<file path="config.mk">
export PLATFORM = sky130hd
export DESIGN_NAME = conv_output_writer
export DESIGN_NICKNAME = d
export VERILOG_FILES = /design/src/rtl/conv_output_writer.sv
export SDC_FILE = /design/constraint.sdc
export NUM_CORES = 1
export LEC_CHECK = 0
export CAP_MARGIN = 20
export CORE_ASPECT_RATIO = 0.75
export CORE_UTILIZATION = 51
export DETAILED_ROUTE_END_ITERATION = 12
export PLACE_DENSITY = 0.81
export SETUP_SLACK_MARGIN = 0.2
export SLEW_MARGIN = 20
export SYNTH_ARGS = -nofsm -noshare
export SYNTH_HDL_FRONTEND = slang
export SYNTH_SLANG_ARGS = --single-unit
</file>
<file path="constraint.sdc">
create_clock -name clk -period 2.45 [get_ports clk]
set_clock_uncertainty 0.15 [all_clocks]
set_input_delay 0.245 -clock clk [delete_from_list [all_inputs] [get_ports clk]]
set_output_delay 0.245 -clock clk [all_outputs]
set_load 0.02 [all_outputs]
</file>
<file path="src/rtl/conv_output_writer.sv">
// Buffers adder-tree results in a small FIFO and writes them to the output BRAM
// in raster order whenever the shared BRAM port is granted.
module conv_output_writer #(
  parameter int          OUT_ROWS   = 5,
  parameter int          OUT_COLS   = 5,
  parameter logic [17:0] BASE_ADDR  = 18'd0,
  parameter int          FIFO_DEPTH = 4
) (
  input  logic                          clk,
  input  logic                          reset_n,
  input  logic                          start,
  input  logic                          in_valid,
  input  logic [15:0]                   in_data,
  input  logic                          bram_grant,
  output logic [17:0]                   Output_write_addr,
  output logic [15:0]                   Output_write_data,
  output logic [1:0]                    Output_BRAM_we,
  output logic                          busy,
  output logic                          frame_done,
  output logic                          drop_err,
  output logic [$clog2(FIFO_DEPTH):0]   fifo_level
);

  localparam int AW = $clog2(FIFO_DEPTH);
  localparam int LW = AW + 1;
  localparam int RW = (OUT_ROWS > 1) ? $clog2(OUT_ROWS) : 1;
  localparam int CW = (OUT_COLS > 1) ? $clog2(OUT_COLS) : 1;
  localparam logic [RW-1:0] ROW_LAST = RW'(OUT_ROWS - 1);
  localparam logic [CW-1:0] COL_LAST = CW'(OUT_COLS - 1);
  localparam logic [LW-1:0] LEVEL_FULL = LW'(FIFO_DEPTH);

  // S_LAST is the cycle the final write is on the port; the FIFO is flushed then.
  typedef enum logic [1:0] {S_IDLE, S_RUN, S_LAST, S_DONE} state_t;

  state_t state_reg, state_next;

  logic [15:0]   mem [FIFO_DEPTH];
  logic [AW-1:0] wr_ptr_reg, rd_ptr_reg;
  logic [LW-1:0] count_reg;
  logic [RW-1:0] row_reg;
  logic [CW-1:0] col_reg;
  logic [17:0]   addr_cnt_reg;

  logic run_active, start_accept, pop, push, flush, drop_set, last_pix;

  always_ff @(posedge clk or negedge reset_n) begin
    if (!reset_n) state_reg <= S_IDLE;
    else          state_reg <= state_next;
  end

  always_comb begin
    state_next = state_reg;
    case (state_reg)
      S_IDLE:  if (start) state_next = S_RUN;
      S_RUN:   if (pop && last_pix) state_next = S_LAST;
      S_LAST:  state_next = S_DONE;
      S_DONE:  state_next = S_IDLE;
      default: state_next = S_IDLE;
    endcase
  end

  always_comb begin
    run_active   = (state_reg == S_RUN);
    start_accept = (state_reg == S_IDLE) && start;
    busy         = (state_reg == S_RUN) || (state_reg == S_LAST);
    frame_done   = (state_reg == S_DONE);
  end

  assign pop      = run_active && (count_reg != '0) && bram_grant;
  assign push     = run_active && in_valid && ((count_reg != LEVEL_FULL) || pop);
  assign flush    = start_accept || (state_reg == S_LAST);
  assign last_pix = (row_reg == ROW_LAST) && (col_reg == COL_LAST);
  // A result arriving alongside the accepted start is discarded silently.
  assign drop_set = (in_valid && !push && !start_accept) ||
                    ((state_reg == S_LAST) && (count_reg != '0));
  assign fifo_level = count_reg;

  always_ff @(posedge clk) begin
    if (push) mem[wr_ptr_reg] <= in_data;
  end

  always_ff @(posedge clk or negedge reset_n) begin
    if (!reset_n) begin
      wr_ptr_reg <= '0;
      rd_ptr_reg <= '0;
      count_reg  <= '0;
    end else if (flush) begin
      wr_ptr_reg <= '0;
      rd_ptr_reg <= '0;
      count_reg  <= '0;
    end else begin
      if (push) wr_ptr_reg <= wr_ptr_reg + 1'b1;
      if (pop)  rd_ptr_reg <= rd_ptr_reg + 1'b1;
      case ({push, pop})
        2'b10:   count_reg <= count_reg + 1'b1;
        2'b01:   count_reg <= count_reg - 1'b1;
        default: count_reg <= count_reg;
      endcase
    end
  end

  always_ff @(posedge clk or negedge reset_n) begin
    if (!reset_n) begin
      row_reg           <= '0;
      col_reg           <= '0;
      addr_cnt_reg      <= BASE_ADDR;
      Output_write_addr <= '0;
      Output_write_data <= '0;
      Output_BRAM_we    <= 2'b00;
    end else begin
      Output_BRAM_we <= pop ? 2'b11 : 2'b00;
      if (start_accept) begin
        row_reg      <= '0;
        col_reg      <= '0;
        addr_cnt_reg <= BASE_ADDR;
      end else if (pop) begin
        Output_write_data <= mem[rd_ptr_reg];
        Output_write_addr <= addr_cnt_reg;
        addr_cnt_reg      <= addr_cnt_reg + 18'd1;
        if (col_reg == COL_LAST) begin
          col_reg <= '0;
          row_reg <= (row_reg == ROW_LAST) ? '0 : row_reg + 1'b1;
        end else begin
          col_reg <= col_reg + 1'b1;
        end
      end
    end
  end

  always_ff @(posedge clk or negedge reset_n) begin
    if (!reset_n)          drop_err <= 1'b0;
    else if (start_accept) drop_err <= 1'b0;
    else if (drop_set)     drop_err <= 1'b1;
  end

endmodule
</file>
==> results of run 1 <==
## worst paths after layout
| kind | endpoint | slack [ps] | cells after the start |
|---|---|---|---|
| min in group asynchronous | Output_write_addr[11]$_DFFE_PN0P_ | 340 | 2 |
| worst min register to register | Output_write_addr[9]$_DFFE_PN0P_ | 340 | 2 |
| worst max register to register | fifo_level[2]$_DFFE_PN0P_ | 270 | 9 |
| max in group asynchronous | Output_write_data[9]$_DFFE_PN0P_ | 1230 | 2 |
| worst max-delay path | fifo_level[2]$_DFFE_PN0P_ | 270 | 9 |
| worst min-delay path | mem[1][5]$_DFFE_PP_ | 310 | 1 |
## metal layers
metal / GRT usage / share of wire / wire length (um)
met1: 0.286 / 0.44 / 4730
met2: 0.325 / 0.50 / 5300
met3: 0.0529 / 0.046 / 494
met4: 0.0802 / 0.015 / 157
met5: 0 / 0 / 0
## placed cells by master (no fill, tap or decap), types with 7 or more instances in the layout
| master | instances |
|---|---|
| a21oi_1 | 15 |
| buf_4 | 21 |
| clkbuf_16 | 17 |
| clkdlybuf4s50_1 | 60 |
| dfrtp_1 | 69 |
| edfxtp_1 | 64 |
| ha_1 | 14 |
| inv_1 | 9 |
| mux2_2 | 33 |
| mux4_2 | 16 |
| nand2_1 | 16 |
| nor2_1 | 22 |
| nor3_1 | 7 |
| o21ai_0 | 10 |
| or3_1 | 9 |
| xor2_1 | 7 |
## power groups by stage
stage	Sequential [uW]	Clock (uW)	Combinational, uW
detailed placement	2970	0	1980
global placement	2960	0	1930
floorplan	3180	0	950
CTS	2940	2750	2020
finish	2930	2730	2000
global route	2980	2840	2160
## layout make-up
cell class                 count  area, sq um  area share
sequential                   133         3650       0.518
multi-input combinational    200         1750       0.248
timing repair buffer          84          801       0.114
clock buffer                  17          425      0.0604
clock inverter                15          210      0.0298
tap                          136          170      0.0242
inverter                      10         40.0     0.00568
## critical path, stage by stage (launching register included)
cell	delay [ps]
dfrtp_1	380
inv_1	90
ha_1	200
buf_4	150
o311ai_4	90
nor2_1	120
fa_1	410
nor3_1	270
o21a_1	150
nor3_1	40
## kinds of logic (layout without fill, tap and decap cells)
logic type      Yosys count  in the layout  synth area share
simple gates             85             85            0.0785
fa+ha+maj                15             15            0.0355
xor+xnor                 11             11            0.0175
flops                   133            133             0.664
mux                      53             53             0.141
compound gates           36             36            0.0437
buf+inv                  23            126            0.0205
## repair_timing
item / in CTS / in global routing
hold endpoints to repair: 69 / 0
pin swaps: 2 / 0
setup endpoints to repair: 62 / 7
setup buffers: 3 / 4
hold buffers: 1 / 0
resized for setup: 4 / 2
## stage by stage
stage               instances  worst slack (ps)  area [sq um]
finish                    595               272          7040
detailed placement        555               118          6330
global placement          555               187          6330
CTS                       591               233          7000
global route              595               114          7040
floorplan                 356               234          5500
==> impl_metrics.env, run 1 <==
export IMPL_syn_num_nets=392
export IMPL_synth_top_area_share=0.350
export IMPL_arrival_ps=2320
export IMPL_tightest_slew_ps=890
export IMPL_sw_frac_of_total=0.281
export IMPL_synth_area_leader_cell="edfxtp_1"
export IMPL_cell_internal_pwr_uw=5510
export IMPL_path_clk_slew_ps=60
export IMPL_grt_pass1_vias=3389
export IMPL_drive_gt1_frac=0.242
export IMPL_dpl_hpwl_mm=6.51
export IMPL_ir_drop_mv=0.809
export IMPL_synth_cell_types=43
export IMPL_nets=482
export IMPL_cp_max_fo=4
export IMPL_cp_startpoint="state_reg[1]$_DFFE_PN0P_"
export IMPL_required_ps=2590
export IMPL_setup_viol=0
export IMPL_synthTopCellsByArea="edfxtp_1 35%, dfrtp_1 31%, mux2_2 6.8%, mux4_2 6.6%, ha_1 3.2%"
export IMPL_yosysSeqAreaShare=0.664
export IMPL_clk_path_buf_depth=2
export IMPL_yosysMostFrequentCell="dfrtp_1"
export IMPL_largest_register_ffs=64
export IMPL_overflow=0
export IMPL_ys_ff_latch=133
export IMPL_hold_ws_ps=314
export IMPL_p_total_uw=7660
export IMPL_syn_cell_area_sq_um=5500
export IMPL_rsz0062_at_grt="true"
export IMPL_synth_warnings=0
export IMPL_gp_congestion=0.762
export IMPL_crit_type="reg -> reg"
export IMPL_nFillCells=676
export IMPL_slew_viol_final=0
export IMPL_grt_usage=0.210
export IMPL_netlist_instances=356
export IMPL_initial_core_util=0.530
export IMPL_p_per_area_nw_per_um2=1090
export IMPL_drt_pass1_iterations=4
export IMPL_ys_flop_type="dfrtp_1"
export IMPL_die_area_sq_um=11200
export IMPL_comb_power_share=0.261
export IMPL_grt_start_max_net_pins=70
export IMPL_rr_startpoint="state_reg[1]$_DFFE_PN0P_"
export IMPL_synthArstFlopShare=0.519
export IMPL_insertedDiodeCount=0
export IMPL_p_seq_frac=0.383
export IMPL_io_buffers=62
export IMPL_fin_util=0.679
export IMPL_dieHeight_um=91.9
export IMPL_antenna_found_initial=0
export IMPL_via_per_inst=5.49
export IMPL_post_route_drc_count=0
export IMPL_io_pin_count=63
export IMPL_coreArea_sq_um=10400
export IMPL_leakage_uw=0.00279
export IMPL_wire_per_inst_um=18.0
export IMPL_cts_htree_levels=4
export IMPL_cts_buffers_inserted=17
export IMPL_synthToLayoutAreaGrowth_pct=28.1
export IMPL_synth_edf_count=64
export IMPL_worstSkewPairLatency_ps=420
export IMPL_routed_wl_mm=10.7
export IMPL_cts_tree="yes"
export IMPL_avgSynthCellArea_sq_um=15.4
export IMPL_fmaxAchievable_mhz=459
export IMPL_cp_start_kind="flop"
export IMPL_cts_sinks=133
export IMPL_cp_end_kind="flop"
export IMPL_p_switching_uw=2150
export IMPL_status="finished clean"
export IMPL_drt_first_iter_violations=185
export IMPL_root_buffer="clkbuf_16"
export IMPL_setup_tns_ps=0
export IMPL_die_w_um=122
export IMPL_vias=3264
export IMPL_fin_crit_ps=2180
export IMPL_holdCritPathClass="in -> reg"
export IMPL_finalHoldViolCount=0
export IMPL_grt_pass1_wl_mm=17.2
export IMPL_timing_final_crit_share=0.889
export IMPL_netlist_top_cells_count="69 x dfrtp_1, 64 x edfxtp_1, 33 x mux2_2"
export IMPL_clkPwrFrac=0.356
export IMPL_antenna_left=0
export IMPL_max_cap_viol_count=0
export IMPL_rows=32
export IMPL_hold_start="in_data[5]"
export IMPL_slew_headroom=0.407
Power figures use the tool's default switching activity.
==> inputs of run 2 (changes only) <==
- RECOVER_POWER: unset -> 50
==> run 2 against run 1 <==
  * The flow now finishes with violations (max-capacitance violations, max-slew violations)
  * Clock power is essentially flat
  * Total power shrank 0.55%
  * Global-route usage is the same
  * First-iteration DRC count shrank 8.1%
  * Fmax shrank 1.5%
  * Flip-flop and latch count is the same
  * Setup slack lost 34 ps
  * Register-to-register slack lost 30 ps
  * Non-clock buffer count is the same
  * Count of clock-buffer cells in the layout is the same
  * Via count shrank 0.40%
==> impl_metrics.env, run 2 (synthesis gave the netlist of run 1 again) <==
export IMPL_pre_cts_ws_ps=118
export IMPL_drt_pass1_iterations=6
export IMPL_required_ps=2600
export IMPL_fin_cells=595
export IMPL_fmaxAchievable_mhz=452
export IMPL_slew_viol_final=70
export IMPL_via_per_inst=5.46
export IMPL_arrival_ps=2360
export IMPL_setup_tns_ps=0
export IMPL_cp_max_fo=10
export IMPL_crit_type="reg -> reg"
export IMPL_rsz0062_at_grt="true"
export IMPL_io_pin_count=63
export IMPL_worstSkewPairLatency_ps=420
export IMPL_grt_start_max_net_pins=70
export IMPL_wire_per_inst_um=17.9
export IMPL_placed_cells=555
export IMPL_grt_usage=0.210
export IMPL_tightest_slew_ps=1730
export IMPL_fin_util=0.679
export IMPL_gp_congestion=0.762
export IMPL_insertedDiodeCount=0
export IMPL_antenna_found_initial=0
export IMPL_cts_tree="yes"
export IMPL_dieHeight_um=91.9
export IMPL_drive_gt1_frac=0.240
export IMPL_overflow=0
export IMPL_leakage_uw=0.00284
export IMPL_final_area_sq_um=7040
export IMPL_cts_buffers_inserted=17
export IMPL_cts_sinks=133
export IMPL_dpl_hpwl_mm=6.51
export IMPL_p_per_area_nw_per_um2=1080
export IMPL_initial_core_util=0.530
export IMPL_layout_commonest_cell="dfrtp_1"
export IMPL_die_w_um=122
export IMPL_fin_crit_ps=2210
export IMPL_cp_start_kind="flop"
export IMPL_die_area_sq_um=11200
export IMPL_root_buffer="clkbuf_16"
export IMPL_grt_pass1_wl_mm=17.2
export IMPL_violations="max-capacitance violations, max-slew violations"
export IMPL_rows=32
export IMPL_io_buffers=62
export IMPL_setup_slack_ps=238
export IMPL_post_route_drc_count=0
export IMPL_status="finished with violations"
export IMPL_largest_register_ffs=64
export IMPL_max_cap_viol_count=1
export IMPL_grt_pass1_vias=3389
export IMPL_synthToLayoutAreaGrowth_pct=28.0
export IMPL_nets=482
export IMPL_setup_viol=0
export IMPL_finalHoldViolCount=0
export IMPL_timing_final_crit_share=0.903
export IMPL_vias=3251
export IMPL_holdCritPathClass="reg -> reg"
export IMPL_slew_headroom=-0.153
export IMPL_reg2reg_slack_ps=240
export IMPL_final_cell_mix="69 x dfrtp_1, 64 x edfxtp_1, 37 x dlygate4sd3_1"
export IMPL_routed_wl_mm=10.7
export IMPL_coreArea_sq_um=10400
export IMPL_cts_htree_levels=4
export IMPL_clk_path_buf_depth=2
export IMPL_cp_end_kind="flop"
export IMPL_postPlaceCellArea_sq_um=6330
export IMPL_ir_drop_mv=0.809
export IMPL_antenna_left=0
export IMPL_drt_first_iter_violations=170
export IMPL_path_clk_slew_ps=60
## run 2: layer usage
metal | up-vias | GRT usage | share of wire
met3 | 15 | 0.0529 | 0.045
met4 | 0 | 0.0802 | 0.014
li1 | 1504 | - | -
met5 | - | 0 | 0
met1 | 1650 | 0.286 | 0.44
met2 | 82 | 0.325 | 0.50
## run 2: path summary, 6_finish.rpt
| kind | depth (start not counted) | end | start |
|---|---|---|---|
| setup reg to reg | 9 | addr_cnt_reg[4]$_DFFE_PN0P_ | state_reg[1]$_DFFE_PN0P_ |
| hold reg to reg | 2 | Output_write_addr[9]$_DFFE_PN0P_ | Output_write_addr[9]$_DFFE_PN0P_ |
| max in group asynchronous | 2 | Output_write_data[9]$_DFFE_PN0P_ | reset_n |
| setup / recovery | 9 | addr_cnt_reg[4]$_DFFE_PN0P_ | state_reg[1]$_DFFE_PN0P_ |
| min in group asynchronous | 2 | Output_write_addr[11]$_DFFE_PN0P_ | reset_n |
| hold / removal | 2 | Output_write_addr[9]$_DFFE_PN0P_ | Output_write_addr[9]$_DFFE_PN0P_ |
## run 2: area by class of cell
| cell class | instances | area, sq um |
|---|---|---|
| tap | 136 | 170 |
| inverter | 10 | 40.0 |
| timing repair buffer | 84 | 795 |
| sequential | 133 | 3650 |
| clock buffer | 17 | 425 |
| clock inverter | 15 | 210 |
| multi-input combinational | 200 | 1750 |
| fill | 679 | 3330 |
## run 2: critical path: stages (launching register included)
cell and delay [ps]:
dfrtp_1 400, inv_1 110, ha_1 180, buf_4 130
o311ai_4 120, inv_4 130, clkbuf_1 420, nand4_1 200
xor2_1 190, nor2_1 60
## run 2: metrics by stage
step | hold WS [ps] | power, uW
6_report | 342 | 7610
5_1_grt | 370 | 7940
4_1_cts | 306 | 7700
3_5_place_dp | 279 | 4950
3_3_place_gp | 272 | 4880
2_1_floorplan | -201 | 4130
## run 2: report_power, final
| group | switching, uW | leakage (uW) | internal, uW | total [uW] |
|---|---|---|---|---|
| Clock | 934 | 0.000308 | 1790 | 2730 |
| Combinational | 993 | 0.00104 | 967 | 1960 |
| Sequential | 222 | 0.00149 | 2710 | 2930 |
| Total | 2150 | 0.00284 | 5460 | 7610 |
## run 2: timing repair
action / 4_1_cts / 5_1_grt
endpoints found under the setup margin: 62 / 7
hold buffers: 1 / 0
pin swaps: 2 / 0
endpoints found under the hold margin: 69 / 0
buffers inserted: 3 / 4
resized for setup: 4 / 2
==> inputs of run 3 (changes only) <==
- ABC_AREA: unset -> 1
- CTS_CLUSTER_DIAMETER: unset -> 50
- PLACE_DENSITY: 0.81 -> 0.8
==> run 3 against run 2 <==
  * The run now ends clean
  * Sequential share of layout area fell by 0.49 points
  * Register-to-register slack improved by 50 ps
  * Design area rose by 0.96%
  * Total power rose by 3.9%
  * Utilization fell by 2.9 points
  * Fmax rose by 2.4%
  * Non-clock buffer count fell by 7
  * Global-route usage rose by 1.0 points
  * Combinational power rose by 31%
  * Largest power group unchanged
  * Highest routed layer unchanged
==> impl_metrics.env, run 3 <==
export IMPL_status="finished clean"
export IMPL_leakage_uw=0.00305
export IMPL_synth_cell_types=37
export IMPL_overflow=0
export IMPL_cp_top_family="adder cells"
export IMPL_fin_crit_ps=2160
export IMPL_synthTopCellsByArea="edfxtp_1 33%, dfrtp_1 30%, nand2_1 9.7%, nor2_1 4.4%, o21ai_0 3.7%"
export IMPL_layout_commonest_cell="nand2_1"
export IMPL_cts_buffers_inserted=17
export IMPL_die_area_sq_um=11700
export IMPL_cp_start_kind="flop"
export IMPL_syn_cell_area_sq_um=5760
export IMPL_setup_tns_ps=0
export IMPL_synth_area_leader_cell="edfxtp_1"
export IMPL_holdCritPathClass="in -> reg"
export IMPL_ir_drop_mv=0.799
export IMPL_finalHoldViolCount=0
export IMPL_insertedDiodeCount=0
export IMPL_ys_ff_latch=133
export IMPL_max_cap_viol_count=0
export IMPL_timing_final_crit_share=0.881
export IMPL_hold_ws_ps=298
export IMPL_setup_slack_ps=290
export IMPL_root_buffer="clkbuf_16"
export IMPL_post_route_drc_count=0
export IMPL_required_ps=2630
export IMPL_io_buffers=62
export IMPL_cp_max_fo=4
export IMPL_drt_pass1_iterations=4
export IMPL_netlist_top_cells_count="149 x nand2_1, 69 x dfrtp_1, 67 x nor2_1"
export IMPL_crit_type="reg -> reg"
export IMPL_cts_htree_levels=4
export IMPL_path_clk_slew_ps=50
export IMPL_slowest_stage="dfrtp_1"
export IMPL_die_w_um=125
export IMPL_synthArstFlopShare=0.519
export IMPL_synth_edf_count=64
export IMPL_synth_top_area_share=0.334
export IMPL_worstSkewPairLatency_ps=410
export IMPL_pre_cts_ws_ps=184
export IMPL_p_per_area_nw_per_um2=1110
export IMPL_via_per_inst=5.27
export IMPL_cp_common_cell="inv_1"
export IMPL_cp_end_kind="flop"
export IMPL_synth_warnings=0
export IMPL_syn_num_nets=594
export IMPL_grt_usage=0.220
export IMPL_initial_core_util=0.526
export IMPL_ys_flop_type="dfrtp_1"
export IMPL_dieHeight_um=94.0
export IMPL_vias=4145
export IMPL_final_cell_mix="150 x nand2_1, 69 x dfrtp_1, 67 x nor2_1"
export IMPL_path_buf_inv=3
export IMPL_antenna_left=0
export IMPL_tightest_slew_ps=1490
export IMPL_netlist_instances=558
export IMPL_rows=33
export IMPL_arrival_ps=2340
export IMPL_grt_pass1_vias=4067
export IMPL_slew_viol_final=0
export IMPL_largest_register_ffs=64
export IMPL_drt_first_iter_violations=329
export IMPL_io_pin_count=63
export IMPL_coreArea_sq_um=10900
export IMPL_grt_pass1_wl_mm=19.6
export IMPL_avgSynthCellArea_sq_um=10.3
export IMPL_yosysSeqAreaShare=0.633
export IMPL_clk_path_buf_depth=2
export IMPL_slowest_delay_ps=410
export IMPL_slew_headroom=0.00728
export IMPL_path_cells="ha_1, nand2_1, inv_1, nand3_2, inv_1, fa_1, xor2_1, inv_1, nand2_1, nand3_1, o21ai_1"
export IMPL_setup_viol=0
export IMPL_drive_gt1_frac=0.107
export IMPL_yosysMostFrequentCell="nand2_1"
export IMPL_cts_sinks=133
export IMPL_synthToLayoutAreaGrowth_pct=23.4
export IMPL_nets=670
export IMPL_cts_tree="yes"
export IMPL_fmaxAchievable_mhz=463
export IMPL_wire_per_inst_um=15.1
export IMPL_dpl_hpwl_mm=7.77
export IMPL_routed_wl_mm=11.9
export IMPL_gp_congestion=0.840
export IMPL_antenna_found_initial=0
export IMPL_grt_start_max_net_pins=70
export IMPL_rsz0062_at_grt="true"
[run 3: cell count changes in the layout (fill, tap and decap cells not counted), sizes merged, moves of 16 or more]
cell	change
nand2	+139
nor2	+53
o21ai	+46
mux2	-34
inv	+28
mux4	-16
o22ai	+16
[run 3: path summary, 6_finish.rpt]
path                                                  start                                to  slack [ps]  depth (start not counted)
setup / recovery                   state_reg[0]$_DFFE_PN0P_         fifo_level[2]$_DFFE_PN0P_         290                         11
hold / removal                                     in_valid              drop_err$_DFFE_PN0P_         300                          3
setup reg to reg                   state_reg[0]$_DFFE_PN0P_         fifo_level[2]$_DFFE_PN0P_         290                         11
hold reg to reg            Output_write_addr[7]$_DFFE_PN0P_  Output_write_addr[7]$_DFFE_PN0P_         320                          2
max in group asynchronous                           reset_n          state_reg[0]$_DFFE_PN0P_         560                          3
min in group asynchronous                           reset_n  Output_write_addr[7]$_DFFE_PN0P_         670                          3
[run 3: power breakdown]
part           switching (uW)  internal (uW)
clock                     896           1450
combinational            1570            987
sequential                246           2750
[run 3: layer usage]
layer  part of all wire  wire, um  vias up  track usage
met1               0.46      5480     2011        0.285
met3              0.051       610        8       0.0507
met4             0.0080        95        0       0.0904
li1                   -         -     2009            -
met5                  0         0        -            0
met2               0.48      5730      117        0.362
[run 3: layout make-up]
type / count / area, sq um
fillers: 793 / 3840
flip-flops and latches: 133 / 3650
multi-input cells: 367 / 1830
repair buffers: 77 / 743
clock buffers: 24 / 513
well taps: 140 / 175
inverters: 38 / 150
clock inverters: 8 / 46.3
[run 3: what timing repair did]
item	4_1_cts	5_1_grt
hold endpoints to repair	69	0
resized for setup	0	3
hold buffers	1	0
buffers inserted	1	2
setup endpoints to repair	1	2
gates cloned	0	0
[run 3: per-stage QoR]
stage / area [sq um] / power (uW) / utilization / instances
2_1_floorplan: 5760 / 4650 / - / 558
3_3_place_gp: 6530 / 5490 / 0.597 / 751
3_5_place_dp: 6530 / 5610 / 0.597 / 751
4_1_cts: 7100 / 7980 / 0.649 / 785
5_1_grt: 7100 / 8350 / 0.649 / 787
6_report: 7100 / 7910 / 0.649 / 787
[run 3: cell families after synthesis]
kind of cell             count (synthesis)  synth area share
AND/OR/NAND/NOR                        256             0.190
flip-flops                             133             0.634
AO/OA/AOI/OAI                           93            0.0893
buffers and inverters                   58            0.0487
adder cells (fa/ha/maj)                 15            0.0339
XOR/XNOR                                 3           0.00456
[run 3: tightest hold or removal path, stage by stage]
cell and delay (ps):
clkdlybuf4s50_1 420, nand2_1 90, a21oi_1 60
